[src/rtl/alu_issue_if.sv]
// alu_issue_if: decode, forwarding, load-hazard and issue signals of the ALU issue stage
interface alu_issue_if #(
    parameter int XLEN = 32,
    parameter int REGW = 5,
    parameter int CNTW = 16
);
    logic            flush;
    logic            dec_valid;
    logic            dec_ready;
    logic [3:0]      dec_ctl;
    logic [REGW-1:0] dec_rs1;
    logic [REGW-1:0] dec_rs2;
    logic [XLEN-1:0] dec_rs1_val;
    logic [XLEN-1:0] dec_rs2_val;
    logic [XLEN-1:0] dec_imm;
    logic            dec_use_imm;
    logic [REGW-1:0] dec_rd;
    logic            dec_wen;
    logic            ex_fwd_wen;
    logic [REGW-1:0] ex_fwd_rd;
    logic [XLEN-1:0] ex_fwd_data;
    logic            wb_fwd_wen;
    logic [REGW-1:0] wb_fwd_rd;
    logic [XLEN-1:0] wb_fwd_data;
    logic            ld_pending;
    logic [REGW-1:0] ld_rd;
    logic            iss_valid;
    logic            iss_ready;
    logic [3:0]      alu_ctl;
    logic [XLEN-1:0] alu_a;
    logic [XLEN-1:0] alu_b;
    logic [REGW-1:0] iss_rd;
    logic            iss_wen;
    logic            iss_illegal;
    logic [CNTW-1:0] stall_cnt;

    modport master (
        output flush, dec_valid, dec_ctl, dec_rs1, dec_rs2, dec_rs1_val, dec_rs2_val,
               dec_imm, dec_use_imm, dec_rd, dec_wen, ex_fwd_wen, ex_fwd_rd, ex_fwd_data,
               wb_fwd_wen, wb_fwd_rd, wb_fwd_data, ld_pending, ld_rd, iss_ready,
        input  dec_ready, iss_valid, alu_ctl, alu_a, alu_b, iss_rd, iss_wen, iss_illegal,
               stall_cnt
    );

    modport slave (
        input  flush, dec_valid, dec_ctl, dec_rs1, dec_rs2, dec_rs1_val, dec_rs2_val,
               dec_imm, dec_use_imm, dec_rd, dec_wen, ex_fwd_wen, ex_fwd_rd, ex_fwd_data,
               wb_fwd_wen, wb_fwd_rd, wb_fwd_data, ld_pending, ld_rd, iss_ready,
        output dec_ready, iss_valid, alu_ctl, alu_a, alu_b, iss_rd, iss_wen, iss_illegal,
               stall_cnt
    );
endinterface

[src/rtl/alu_issue_stage.sv]
// alu_issue_stage: decode-to-execute register resolving ALU operands with forwarding,
// shift/rotate fix-ups, load-use stalls and a valid/ready handshake on both sides.
module alu_issue_stage #(
    parameter int XLEN = 32,
    parameter int REGW = 5,
    parameter int CNTW = 16
) (
    input logic        clk,
    input logic        rst_n,
    alu_issue_if.slave bus
);
    logic [XLEN-1:0] a_res, b_reg, b_res, b_fix;
    logic [4:0]      n, n_neg;
    logic            hz, cap;

    always_comb begin
        a_res = bus.dec_rs1 == REGW'(0) ? '0 :
                (bus.ex_fwd_wen && bus.ex_fwd_rd == bus.dec_rs1) ? bus.ex_fwd_data :
                (bus.wb_fwd_wen && bus.wb_fwd_rd == bus.dec_rs1) ? bus.wb_fwd_data :
                bus.dec_rs1_val;
        b_reg = bus.dec_rs2 == REGW'(0) ? '0 :
                (bus.ex_fwd_wen && bus.ex_fwd_rd == bus.dec_rs2) ? bus.ex_fwd_data :
                (bus.wb_fwd_wen && bus.wb_fwd_rd == bus.dec_rs2) ? bus.wb_fwd_data :
                bus.dec_rs2_val;
        b_res = bus.dec_use_imm ? bus.dec_imm : b_reg;
        n     = b_res[4:0];
        // ALU only rotates left, so ror by n becomes rol by (32-n) mod 32
        n_neg = 5'd0 - n;
        b_fix = (bus.dec_ctl == 4'd3 || bus.dec_ctl == 4'd4 || bus.dec_ctl == 4'd6) ?
                {{(XLEN-5){1'b0}}, n} :
                bus.dec_ctl == 4'd5 ? {{(XLEN-5){1'b0}}, n_neg} : b_res;
        hz    = bus.dec_valid && bus.ld_pending && bus.ld_rd != REGW'(0) &&
                (bus.ld_rd == bus.dec_rs1 || (!bus.dec_use_imm && bus.ld_rd == bus.dec_rs2));
        bus.dec_ready = bus.flush || (!hz && (!bus.iss_valid || bus.iss_ready));
        cap   = bus.dec_valid && bus.dec_ready && !bus.flush;
    end

    always_ff @(posedge clk) begin
        if (!rst_n) begin
            bus.iss_valid   <= 1'b0;
            bus.alu_ctl     <= '0;
            bus.alu_a       <= '0;
            bus.alu_b       <= '0;
            bus.iss_rd      <= '0;
            bus.iss_wen     <= 1'b0;
            bus.iss_illegal <= 1'b0;
            bus.stall_cnt   <= '0;
        end else begin
            if (bus.flush) begin
                bus.iss_valid <= 1'b0;
            end else if (cap) begin
                bus.iss_valid   <= 1'b1;
                bus.alu_ctl     <= bus.dec_ctl;
                bus.alu_a       <= a_res;
                bus.alu_b       <= b_fix;
                bus.iss_rd      <= bus.dec_rd;
                bus.iss_wen     <= bus.dec_wen;
                bus.iss_illegal <= bus.dec_ctl > 4'd6;
            end else if (bus.iss_ready) begin
                bus.iss_valid <= 1'b0;
            end
            if (hz && !bus.flush && bus.stall_cnt != '1)
                bus.stall_cnt <= bus.stall_cnt + 1'b1;
        end
    end
endmodule

[src/flat_wrapper.sv]
// flat-port wrapper written by rule: the top's interface ports become plain ports
module alu_issue_stage_flat 
#(
    parameter int XLEN = 32,
    parameter int REGW = 5,
    parameter int CNTW = 16
)
  (clk, rst_n, bus_flush, bus_dec_valid, bus_dec_ctl, bus_dec_rs1, bus_dec_rs2, bus_dec_rs1_val, bus_dec_rs2_val, bus_dec_imm, bus_dec_use_imm, bus_dec_rd, bus_dec_wen, bus_ex_fwd_wen, bus_ex_fwd_rd, bus_ex_fwd_data, bus_wb_fwd_wen, bus_wb_fwd_rd, bus_wb_fwd_data, bus_ld_pending, bus_ld_rd, bus_iss_ready, bus_dec_ready, bus_iss_valid, bus_alu_ctl, bus_alu_a, bus_alu_b, bus_iss_rd, bus_iss_wen, bus_iss_illegal, bus_stall_cnt);
  alu_issue_if #(.XLEN(XLEN), .REGW(REGW), .CNTW(CNTW)) bus_i ();
  input logic clk;
  input logic rst_n;
  input wire logic [$bits(bus_i.flush)-1:0] bus_flush;
  input wire logic [$bits(bus_i.dec_valid)-1:0] bus_dec_valid;
  input wire logic [$bits(bus_i.dec_ctl)-1:0] bus_dec_ctl;
  input wire logic [$bits(bus_i.dec_rs1)-1:0] bus_dec_rs1;
  input wire logic [$bits(bus_i.dec_rs2)-1:0] bus_dec_rs2;
  input wire logic [$bits(bus_i.dec_rs1_val)-1:0] bus_dec_rs1_val;
  input wire logic [$bits(bus_i.dec_rs2_val)-1:0] bus_dec_rs2_val;
  input wire logic [$bits(bus_i.dec_imm)-1:0] bus_dec_imm;
  input wire logic [$bits(bus_i.dec_use_imm)-1:0] bus_dec_use_imm;
  input wire logic [$bits(bus_i.dec_rd)-1:0] bus_dec_rd;
  input wire logic [$bits(bus_i.dec_wen)-1:0] bus_dec_wen;
  input wire logic [$bits(bus_i.ex_fwd_wen)-1:0] bus_ex_fwd_wen;
  input wire logic [$bits(bus_i.ex_fwd_rd)-1:0] bus_ex_fwd_rd;
  input wire logic [$bits(bus_i.ex_fwd_data)-1:0] bus_ex_fwd_data;
  input wire logic [$bits(bus_i.wb_fwd_wen)-1:0] bus_wb_fwd_wen;
  input wire logic [$bits(bus_i.wb_fwd_rd)-1:0] bus_wb_fwd_rd;
  input wire logic [$bits(bus_i.wb_fwd_data)-1:0] bus_wb_fwd_data;
  input wire logic [$bits(bus_i.ld_pending)-1:0] bus_ld_pending;
  input wire logic [$bits(bus_i.ld_rd)-1:0] bus_ld_rd;
  input wire logic [$bits(bus_i.iss_ready)-1:0] bus_iss_ready;
  output wire logic [$bits(bus_i.dec_ready)-1:0] bus_dec_ready;
  output wire logic [$bits(bus_i.iss_valid)-1:0] bus_iss_valid;
  output wire logic [$bits(bus_i.alu_ctl)-1:0] bus_alu_ctl;
  output wire logic [$bits(bus_i.alu_a)-1:0] bus_alu_a;
  output wire logic [$bits(bus_i.alu_b)-1:0] bus_alu_b;
  output wire logic [$bits(bus_i.iss_rd)-1:0] bus_iss_rd;
  output wire logic [$bits(bus_i.iss_wen)-1:0] bus_iss_wen;
  output wire logic [$bits(bus_i.iss_illegal)-1:0] bus_iss_illegal;
  output wire logic [$bits(bus_i.stall_cnt)-1:0] bus_stall_cnt;
  assign bus_i.flush = bus_flush;
  assign bus_i.dec_valid = bus_dec_valid;
  assign bus_i.dec_ctl = bus_dec_ctl;
  assign bus_i.dec_rs1 = bus_dec_rs1;
  assign bus_i.dec_rs2 = bus_dec_rs2;
  assign bus_i.dec_rs1_val = bus_dec_rs1_val;
  assign bus_i.dec_rs2_val = bus_dec_rs2_val;
  assign bus_i.dec_imm = bus_dec_imm;
  assign bus_i.dec_use_imm = bus_dec_use_imm;
  assign bus_i.dec_rd = bus_dec_rd;
  assign bus_i.dec_wen = bus_dec_wen;
  assign bus_i.ex_fwd_wen = bus_ex_fwd_wen;
  assign bus_i.ex_fwd_rd = bus_ex_fwd_rd;
  assign bus_i.ex_fwd_data = bus_ex_fwd_data;
  assign bus_i.wb_fwd_wen = bus_wb_fwd_wen;
  assign bus_i.wb_fwd_rd = bus_wb_fwd_rd;
  assign bus_i.wb_fwd_data = bus_wb_fwd_data;
  assign bus_i.ld_pending = bus_ld_pending;
  assign bus_i.ld_rd = bus_ld_rd;
  assign bus_i.iss_ready = bus_iss_ready;
  assign bus_dec_ready = bus_i.dec_ready;
  assign bus_iss_valid = bus_i.iss_valid;
  assign bus_alu_ctl = bus_i.alu_ctl;
  assign bus_alu_a = bus_i.alu_a;
  assign bus_alu_b = bus_i.alu_b;
  assign bus_iss_rd = bus_i.iss_rd;
  assign bus_iss_wen = bus_i.iss_wen;
  assign bus_iss_illegal = bus_i.iss_illegal;
  assign bus_stall_cnt = bus_i.stall_cnt;
  alu_issue_stage #(.XLEN(XLEN), .REGW(REGW), .CNTW(CNTW)) u_core (.clk(clk), .rst_n(rst_n), .bus(bus_i));
endmodule
[config.mk]
export PLATFORM = sky130hd
export DESIGN_NAME = alu_issue_stage_flat
export DESIGN_NICKNAME = d
export VERILOG_FILES = /design/src/rtl/alu_issue_if.sv /design/src/rtl/alu_issue_stage.sv /design/src/flat_wrapper.sv
export SDC_FILE = /design/constraint.sdc
export NUM_CORES = 1
export LEC_CHECK = 0
export ABC_AREA = 1
export CORE_UTILIZATION = 25
export DETAILED_ROUTE_END_ITERATION = 7
export GPL_TIMING_DRIVEN = 0
export PLACE_DENSITY = 0.57
export SLEW_MARGIN = 0
export SYNTH_ARGS = -nofsm -noshare
export SYNTH_HDL_FRONTEND = slang
export SYNTH_SLANG_ARGS = --single-unit
export TNS_END_PERCENT = 5
[constraint.sdc]
create_clock -name clk -period 2.89 [get_ports clk]
set_clock_uncertainty 0.05 [all_clocks]
set_input_delay 0.4335 -clock clk [delete_from_list [all_inputs] [get_ports clk]]
set_output_delay 0.4335 -clock clk [all_outputs]
set_load 0.1 [all_outputs]
==> metrics.yaml, run 1 <==
run_status:
  outcome: "complete, no violations"
drt:
  drc: 0
  avgViaCountPerCell: 4.96
  dr_wl_met3_mm: 2.66
  first_pass_iters: 5
  drt_first_iter_violations: 413
  routedLengthMet1_mm: 12.8
  num_vias: 8037
  highest_layer: "met5"
  dr_wl_met2_mm: 14.3
  routedWlPerCell_um: 18.8
  drtAntennaViolNets: 0
  drt_wl_total_mm: 30.4
synth:
  synthArstFlopShare: 0
  syn-cell-area_mm2: 0.00609
  ys_types: 40
  ys_top_cells_by_area: "dfxtp_1 (30%), nand2_1 (19%), nand3_1 (12%)"
  yosys.area.top_type: "dfxtp_1"
  ys_seq_area_frac: 0.303
  ys.flop_type: "dfxtp_1"
  ys_ff_latch: 92
  synthCells: 986
  yosysMostFrequentCell: "nand2_1"
  yosysTopAreaCellShare: 0.303
  yosys_warnings: 0
  avgSynthCellArea_um2: 6.17
  syn-num-nets: 1192
  netlist_top_cells_count: "nand2_1 (302), nand3_1 (150), a21oi_1 (97)"
  synth_edf_count: 0
place:
  port_buffers: 296
  place.gp.congestion: 0.895
  place_hpwl_mm: 24.0
  dp_slack_ps: -711
final_layout:
  post-route-util: 0.413
  regArea_mm2: 0.00184
  multi_input_area_mm2: 0.00372
  nFillCells: 2617
  layout-drive-gt1-share: 0.0562
  area_growth_syn_to_layout_pct: 60.6
  final_nets: 1499
power:
  power.internal_uw: 2490
  p_comb_frac: 0.342
  power.density_mw_per_mm2: 401
  ir_drop_mv: 0.255
  netSwitchingFraction: 0.366
  clockPowerShare: 0.313
  p_leak_uw: 0.00382
  switchingPower_uw: 1440
  pwr-share-seq: 0.344
worst_setup_path:
  crit_type: "in2out"
  rrSetupSlack_ps: 860
  crit_path_cell_trace: "clkdlybuf4s50_1, inv_2, o22ai_1, nor2_1, nand3_1, nand2_1, nand2_1, nand2_1, nand2_1, clkdlybuf4s15_2"
  worst_path_most_repeated_cell: "nand2_1"
  rr_worst_depth: 11
  r2r-start: "u_core.bus.stall_cnt[7]$_SDFFE_PN0P_"
  max_stage_delay_ps: 630
  worstPathMaxFanout: 5
  arrival_ps: 2330
  cp-start-kind: "input port"
  worstReg2RegEnd: "u_core.bus.stall_cnt[10]$_SDFFE_PN0P_"
  worst_path_max_delay_cell: "clkdlybuf4s50_1"
  end_kind: "output pin"
  worst_ep_required_time_ps: 2410
clocking:
  clk_path_buf_depth: 2
  numCtsBuffers: 9
  root_buffer: "clkbuf_16"
  hold_buffers: 0
  tritoncts: "built"
  path_clk_slew_ps: 70
  clk_latency_ps: 350
  cts.sinks: 92
  htree_levels: 3
timing:
  layout_min_cycle_time_ps: 2810
  rsz0062_at_grt: "false"
  setup_slack_ps: 78.8
  worst_pin_slew_ps: 1240
  hold_viol: 0
  drv_slew: 0
  post-route-period-util: 0.973
  holdWs_ps: 413
  fmax_mhz: 356
  maxSlewHeadroom: 0.168
  setup_viol: 0
floorplan:
  core_mm2: 0.0237
  initial_core_util: 0.257
  die_w_um: 158
  ioPinCount: 297
  fp.dieH_um: 158
  std_cell_rows: 56
  die-area_mm2: 0.0250
min_path:
  hp-class: "reg2reg"
  min_to: "u_core.bus.alu_a[8]$_SDFFE_PN0P_"
  hold_start: "u_core.bus.alu_a[8]$_SDFFE_PN0P_"
  whs_path_depth: 2
grt:
  grt_pass1_wl_mm: 45.0
  grt_max_degree: 16
  grt-ovfl-total: 0
  grt.total_usage: 0.241
  antenna_found_initial: 4
  grt_pass1_vias: 7838
run:
  cap_violations: 0
stage by stage:
| stage | area (um2) | power (uW) | cells | TNS (ps) |
|---|---|---|---|---|
| 2_1_floorplan | 6090 | 2130 | 986 | 0 |
| 3_3_place_gp | 9450 | 2710 | 1601 | -17690 |
| 3_5_place_dp | 9450 | 2720 | 1601 | -18980 |
| 4_1_cts | 9770 | 3940 | 1617 | 0 |
| 5_1_grt | 9780 | 4080 | 1618 | 0 |
| 6_report | 9780 | 3920 | 1619 | 0 |
metal layers:
| metal | track usage | vias up |
|---|---|---|
| li1 | - | 3940 |
| met1 | 0.290 | 3716 |
| met2 | 0.415 | 339 |
| met3 | 0.0684 | 40 |
| met4 | 0.0705 | 2 |
| met5 | 0 | - |
cell type report:
class,instances,area share
multi-input cells,774,0.380
repair buffers,296,0.303
flip-flops and latches,92,0.188
well taps,319,0.0408
plain buffers,66,0.0365
clock buffers,10,0.0234
inverters,54,0.0209
clock inverters,6,0.00640
diodes,2,0.000512
kinds of logic (layout without fill, tap and decap cells):
| kind of cell | after synthesis | count (layout) | share of synthesized area |
|---|---|---|---|
| AND/OR/NAND/NOR | 603 | 603 | 0.432 |
| AO/OA/AOI/OAI | 156 | 156 | 0.150 |
| buffers and inverters | 120 | 432 | 0.0921 |
| flip-flops | 92 | 92 | 0.303 |
| XOR/XNOR | 13 | 13 | 0.0187 |
| adder cells (fa/ha/maj) | 2 | 2 | 0.00411 |
| other | 0 | 2 | 0 |
critical path: cells and delay by family:
family | cells | cell delay, ps
buffers and inverters | 3 | 1280
AND/OR/NAND/NOR | 6 | 460
AO/OA/AOI/OAI | 1 | 150
sequential cells by signal (all words and copies together), names as in the netlist:
register	flops
u_core.bus.alu_a	32
u_core.bus.alu_b	32
u_core.bus.alu_ctl	4
u_core.bus.iss_illegal	1
u_core.bus.iss_rd	5
u_core.bus.iss_valid	1
u_core.bus.iss_wen	1
u_core.bus.stall_cnt	16
cell usage in the layout (no fill, tap or decap), drive strengths merged, types with 7 or more instances in the layout:
cell type	count
a21oi	98
buf	36
clkbuf	40
clkdlybuf4s50	295
dfxtp	92
inv	53
nand2	302
nand3	152
nand4	38
nor2	95
nor3	13
o211ai	27
o21ai	16
xnor2	7
power by group through the flow:
stage / sequential, uW / combinational (uW) / clock (uW)
final: 1350 / 1340 / 1230
after global routing: 1360 / 1430 / 1300
after CTS: 1350 / 1350 / 1250
after detailed placement: 1380 / 1340 / 0
after global placement: 1380 / 1330 / 0
after floorplan: 1760 / 374 / 0
worst max-delay path by stage:
| stage | startpoint | to | slack (ps) | cells past startpoint |
|---|---|---|---|---|
| 2_1_floorplan | u_core.bus.stall_cnt[4]$_SDFFE_PN0P_ | u_core.bus.stall_cnt[7]$_SDFFE_PN0P_ | 360 | 9 |
| 3_3_place_gp | bus_dec_rs1[1] | u_core.bus.alu_a[3]$_SDFFE_PN0P_ | -670 | 9 |
| 3_5_place_dp | bus_dec_rs1[1] | u_core.bus.alu_a[3]$_SDFFE_PN0P_ | -710 | 9 |
| 4_1_cts | bus_dec_rs1[3] | u_core.bus.alu_a[3]$_SDFFE_PN0P_ | 50 | 10 |
| 5_1_grt | bus_dec_rs1[4] | u_core.bus.alu_a[3]$_SDFFE_PN0P_ | 9 | 8 |
| 6_report | bus_dec_rs2[3] | bus_dec_ready | 80 | 10 |
repair_timing:
item / 4_1_cts / 5_1_grt
pin swaps: 0 / 0
setup buffers: 0 / 0
gates cloned: 0 / 0
setup endpoints to repair: 31 / 11
endpoints found under the hold margin: 0 / 0
resized for setup: 6 / 1
No activity file was read; power rests on OpenSTA's default activity.
==> run 2: changes to the inputs <==
--- a/config.mk
+++ b/config.mk
@@ -6,11 +6,11 @@
 export NUM_CORES = 1
 export LEC_CHECK = 0
 export ABC_AREA = 1
-export CORE_UTILIZATION = 25
+export CORE_UTILIZATION = 45
 export DETAILED_ROUTE_END_ITERATION = 7
 export GPL_TIMING_DRIVEN = 0
-export PLACE_DENSITY = 0.57
-export SLEW_MARGIN = 0
+export PLACE_DENSITY = 0.91
+export SLEW_MARGIN = 5
 export SYNTH_ARGS = -nofsm -noshare
 export SYNTH_HDL_FRONTEND = slang
 export SYNTH_SLANG_ARGS = --single-unit
==> metrics.yaml, run 2 (same netlist as run 1, synthesis figures left out) <==
run_status:
  outcome: "complete, no violations"
floorplan:
  die_w_um: 118  # -25%
  core_mm2: 0.0132  # -44%
  initial_core_util: 0.460  # +0.203
  die-area_mm2: 0.0140  # -44%
  fp.dieH_um: 118  # -25%
  ioPinCount: 297  # unchanged
  std_cell_rows: 42  # -25%
worst_setup_path:
  crit_type: "in2out"
  max_stage_delay_ps: 640  # about the same
  worst_path_max_delay_cell: "clkdlybuf4s50_1"
  crit_path_cell_trace: "clkdlybuf4s50_1, inv_2, o22ai_1, nor2_1, nand3_1, nand2_1, nand2_1, nand2_1, nand2_1, buf_2"
  crit_family: "buffers and inverters"
  worstPathMaxFanout: 6  # +1
  end_kind: "output pin"
  worst_path_most_repeated_cell: "nand2_1"
  cp-start-kind: "input port"
  arrival_ps: 2220  # -110 ps
  cp.buffers_inverters: 3  # unchanged
  worst_ep_required_time_ps: 2410  # about the same
power:
  ir_drop_mv: 0.341  # +34%
  power.density_mw_per_mm2: 421  # +4.9%
  fin_total_pwr_uw: 4050  # +3.1%
  p_leak_uw: 0.00383  # +0.25%
clocking:
  root_buffer: "clkbuf_16"
  htree_levels: 3  # unchanged
  clk_latency_ps: 360  # about the same
  cts_setup_buffers: 0  # unchanged
  tritoncts: "built"
  numCtsBuffers: 9  # unchanged
  clk_path_buf_depth: 2  # unchanged
  cts.sinks: 92  # unchanged
  hold_buffers: 0  # unchanged
  path_clk_slew_ps: 70  # about the same
timing:
  post-route-period-util: 0.936  # -0.0365
  fmax_mhz: 370  # +3.9%
  layout_min_cycle_time_ps: 2710  # -106 ps
  rsz0062_at_grt: "false"
  drv_slew: 0  # unchanged
  maxSlewHeadroom: 0.252  # +0.0846
  worst_pin_slew_ps: 1110  # -126 ps
  hold_viol: 0  # unchanged
  setup_viol: 0  # unchanged
drt:
  drtAntennaViolNets: 0  # unchanged
  drt_wl_total_mm: 26.5  # -13%
  avgViaCountPerCell: 5.69  # +15%
  num_vias: 8393  # +4.4%
  first_pass_iters: 6  # +1
  routedWlPerCell_um: 18.0  # -4.2%
  drt_first_iter_violations: 933  # +130%
  drc: 0  # unchanged
grt:
  grt-ovfl-total: 0  # unchanged
  busiest_layer: "met2"
  grt_max_degree: 18  # +2
  grt_pass1_vias: 7743  # -1.2%
  grt.total_usage: 0.375  # +0.134
  met3_usage: 0.0753  # +0.00685
  met1_usage: 0.440  # +0.151
  antenna_found_initial: 2  # -2
  grt_pass1_wl_mm: 40.8  # -9.4%
  use_met2: 0.642  # +0.228
final_layout:
  final_nets: 1499  # unchanged
  area_growth_syn_to_layout_pct: 57.9
  mostFrequentLayoutCells: "nand2_1 (302), clkdlybuf4s50_1 (295), nand3_1 (150), a21oi_1 (97), nor2_1 (93)"
  reg_top3: "u_core.bus.alu_a (32), u_core.bus.alu_b (32), u_core.bus.stall_cnt (16)"
  final_common_cell: "nand2_1"
  layout-drive-gt1-share: 0.0555  # -0.000770
  final_cells: 1476  # -8.8%
  nFillCells: 1133  # -57%
place:
  dp.cells: 1458  # -8.9%
  place_hpwl_mm: 20.5  # -15%
  port_buffers: 296  # unchanged
  place.gp.congestion: 0.953  # +6.4%
run:
  cap_violations: 0  # unchanged
min_path:
  hp-class: "reg2reg"
run 2: cell types whose count changed in the layout (fill, tap and decap cells not counted), sizes merged:
| cell | change |
|---|---|
| buf | +1 |
| bufinv | +1 |
| inv | +1 |
| clkinv | -2 |
| clkdlybuf4s15 | -1 |
run 2: path summary, 6_finish.rpt:
path                                        startpoint                                   end  slack, ps  cells past startpoint
setup reg to reg  u_core.bus.stall_cnt[3]$_SDFFE_PN0P_  u_core.bus.stall_cnt[1]$_SDFFE_PN0P_        850                      9
hold / removal       u_core.bus.alu_b[26]$_SDFFE_PN0P_     u_core.bus.alu_b[26]$_SDFFE_PN0P_        420                      2
setup / recovery                        bus_dec_rs2[4]                         bus_dec_ready        180                     10
hold reg to reg      u_core.bus.alu_b[26]$_SDFFE_PN0P_     u_core.bus.alu_b[26]$_SDFFE_PN0P_        420                      2
run 2: cell type report:
type                       instances  area, um2  share of cell area
multi-input combinational        774       3680               0.383
timing repair buffer             296       2960               0.308
sequential                        92       1840               0.192
buffer                            66        357              0.0371
clock buffer                      10        239              0.0249
tap                              176        220              0.0229
inverter                          54        204              0.0212
clock inverter                     6        105              0.0109
antenna                            2       5.00            0.000521
run 2: repair_timing:
| item | in CTS | in global routing |
|---|---|---|
| resized for setup | 3 | 2 |
| setup endpoints to repair | 1 | 1 |
| endpoints found under the hold margin | 0 | 0 |
run 2: routing by layer:
layer,up-vias,part of all wire
li1,3924,-
met3,105,0.098
met1,3818,0.38
met2,546,0.47
met4,0,0.054
met5,-,0
run 2: power by group:
group	switching, uW	total (uW)	internal [uW]
Clock	572	1370	802
Sequential	30.5	1350	1320
Combinational	832	1320	489
run 2: tightest hold or removal path, delay by kind of cell, from the launching register on:
family	cells	cell delay, ps
DFF	1	310
AOI/OAI and AO/OA	1	50
and+or+nand+nor	1	60
run 2: stage by stage:
step | util | hold WS, ps | setup WS [ps] | setup TNS (ps) | area [um2]
2_1_floorplan | - | 462 | 362 | 0 | 6090
3_3_place_gp | 0.700 | 400 | -489 | -1820 | 9270
3_5_place_dp | 0.700 | 405 | -491 | -2620 | 9270
4_1_cts | 0.726 | 416 | 75.4 | 0 | 9620
5_1_grt | 0.726 | 434 | 8.88 | 0 | 9610
6_report | 0.726 | 416 | 184 | 0 | 9610
==> run 3: changes to the inputs <==
--- a/config.mk
+++ b/config.mk
@@ -7,7 +7,9 @@
 export LEC_CHECK = 0
 export ABC_AREA = 1
 export CORE_UTILIZATION = 45
+export CTS_CLUSTER_DIAMETER = 50
 export DETAILED_ROUTE_END_ITERATION = 7
+export GPL_ROUTABILITY_DRIVEN = 1
 export GPL_TIMING_DRIVEN = 0
 export PLACE_DENSITY = 0.91
 export SLEW_MARGIN = 5
==> constraint.sdc (replaced) <==
create_clock -name clk -period 3.4 [get_ports clk]
set_clock_uncertainty 0.05 [all_clocks]
set_input_delay 0.51 -clock clk [delete_from_list [all_inputs] [get_ports clk]]
set_output_delay 0.51 -clock clk [all_outputs]
set_load 0.1 [all_outputs]
==> metrics.yaml, run 3 (same netlist as run 1, synthesis figures left out) <==
run_status:
  outcome: "complete, no violations"
timing:
  post-route-period-util: 0.958
  setup_viol: 0  # unchanged
  maxSlewHeadroom: 0.253  # about the same
  drv_slew: 0  # unchanged
  layout_min_cycle_time_ps: 3260
  worst_pin_slew_ps: 1110  # -0.272 ps
  setup_slack_ps: 143  # -41.2 ps
  hold_viol: 0  # unchanged
  rsz0062_at_grt: "false"
  fmax_mhz: 307
  fin_setup_tns_ps: 0  # unchanged
clocking:
  htree_levels: 3  # unchanged
  cts.sinks: 92  # unchanged
  cts_setup_buffers: 0  # unchanged
  hold_buffers: 0  # unchanged
  root_buffer: "clkbuf_16"
  numCtsBuffers: 9  # unchanged
  tritoncts: "built"
  clk_latency_ps: 360  # about the same
  clk_path_buf_depth: 2  # unchanged
  path_clk_slew_ps: 70  # about the same
worst_setup_path:
  crit_type: "in2out"
  worstPathMaxFanout: 6  # unchanged
  rrSetupSlack_ps: 1360  # +510 ps
  r2r-start: "u_core.bus.stall_cnt[3]$_SDFFE_PN0P_"
  worstReg2RegEnd: "u_core.bus.stall_cnt[1]$_SDFFE_PN0P_"
  rr_worst_depth: 9  # unchanged
  arrival_ps: 2700  # +480 ps
  end_kind: "output pin"
  cp-start-kind: "input port"
  worst_ep_required_time_ps: 2840  # +430 ps
drt:
  drt_wl_total_mm: 26.5  # about the same
  drt_first_iter_violations: 933  # unchanged
  drtAntennaViolNets: 0  # unchanged
  drc: 0  # unchanged
  first_pass_iters: 6  # unchanged
  num_vias: 8403  # +0.12%
  avgViaCountPerCell: 5.69  # +0.12%
  routedWlPerCell_um: 18.0  # about the same
place:
  place.gp.congestion: 0.953  # unchanged
  port_buffers: 296  # unchanged
  dp_slack_ps: -134  # +357 ps
  place_hpwl_mm: 20.5  # unchanged
floorplan:
  ioPinCount: 297  # unchanged
  die_w_um: 118  # unchanged
  initial_core_util: 0.460  # unchanged
  die-area_mm2: 0.0140  # unchanged
  core_mm2: 0.0132  # unchanged
  fp.dieH_um: 118  # unchanged
  std_cell_rows: 42  # unchanged
final_layout:
  area_growth_syn_to_layout_pct: 58.0  # about the same
  layout-drive-gt1-share: 0.0547  # -0.000770
  post-route-util: 0.726  # about the same
  mostFrequentLayoutCells: "nand2_1 (302), clkdlybuf4s50_1 (295), nand3_1 (150), a21oi_1 (97), nor2_1 (93)"
  reg_top3: "u_core.bus.alu_a (32), u_core.bus.alu_b (32), u_core.bus.stall_cnt (16)"
  nFillCells: 1132  # -0.088%
  regArea_mm2: 0.00184  # unchanged
  final_nets: 1499  # unchanged
  final_common_cell: "nand2_1"
  multi_input_area_mm2: 0.00368  # unchanged
min_path:
  hold_start: "u_core.bus.alu_b[26]$_SDFFE_PN0P_"
  min_to: "u_core.bus.alu_b[26]$_SDFFE_PN0P_"
  hp-class: "reg2reg"
  whs_path_depth: 2  # unchanged
grt:
  grt_pass1_wl_mm: 40.8  # unchanged
  antenna_found_initial: 2  # unchanged
  grt.total_usage: 0.375  # unchanged
  grt_pass1_vias: 7743  # unchanged
  grt_max_degree: 18  # unchanged
  grt-ovfl-total: 0  # unchanged
power:
  power.density_mw_per_mm2: 358  # -15%
  ir_drop_mv: 0.290  # -15%
  p_leak_uw: 0.00384  # about the same
run:
  cap_violations: 0  # unchanged
## run 3: cell count changes in the layout (fill, tap and decap cells not counted), sizes merged
cell and delta:
buf -1, clkdlybuf4s15 +1
## run 3: worst max-delay path by stage
stage	start	to	slack (ps)	depth (start not counted)
2_1_floorplan	u_core.bus.stall_cnt[4]$_SDFFE_PN0P_	u_core.bus.stall_cnt[7]$_SDFFE_PN0P_	870	9
3_3_place_gp	bus_dec_rs2[4]	bus_dec_ready	-130	10
3_5_place_dp	bus_dec_rs2[4]	bus_dec_ready	-130	10
4_1_cts	bus_dec_rs2[4]	bus_dec_ready	140	10
5_1_grt	bus_dec_rs2[4]	bus_dec_ready	20	10
6_report	bus_dec_rs2[4]	bus_dec_ready	140	10
## run 3: cell type report
| type | instances | area share |
|---|---|---|
| Multi-Input combinational cell | 774 | 0.383 |
| Timing Repair Buffer | 296 | 0.308 |
| Sequential cell | 92 | 0.191 |
| Buffer | 66 | 0.0371 |
| Clock buffer | 10 | 0.0248 |
| Tap cell | 176 | 0.0229 |
| Inverter | 54 | 0.0212 |
| Clock inverter | 6 | 0.0109 |
| Antenna cell | 2 | 0.000520 |
## run 3: worst max-delay path, cell delays in order
cell	delay (ps)
clkdlybuf4s50_1	640
inv_2	110
o22ai_1	130
nor2_1	60
nand3_1	80
nand2_1	90
nand2_1	130
nand2_1	70
nand2_1	60
clkdlybuf4s15_1	810
## run 3: per-stage QoR
step,hold WS (ps),instance area [um2],cells,power [uW]
global placement,400,9270,1458,2270
floorplan,538,6090,986,1810
global route,434,9620,1476,3540
detailed placement,405,9270,1458,2280
CTS,416,9610,1474,3430
finish,416,9620,1476,3440
## run 3: report_power, final
| group | internal, uW | switching, uW | leakage, uW |
|---|---|---|---|
| logic | 416 | 708 | 0.00292 |
| registers | 1120 | 25.9 | 0.000749 |
| clock network | 682 | 486 | 0.000168 |
| total | 2220 | 1220 | 0.00384 |
## run 3: layer usage
layer | track usage | wire length, um
met2 | 0.642 | 12500
met5 | 0 | 0
met3 | 0.0753 | 2520
met4 | 0.196 | 1440
met1 | 0.440 | 10100
## run 3: what timing repair did
| item | 4_1_cts | 5_1_grt |
|---|---|---|
| endpoints found under the hold margin | 0 | 0 |
| pin swaps | 0 | 0 |
| resized for setup | 1 | 1 |
| endpoints found under the setup margin | 1 | 1 |
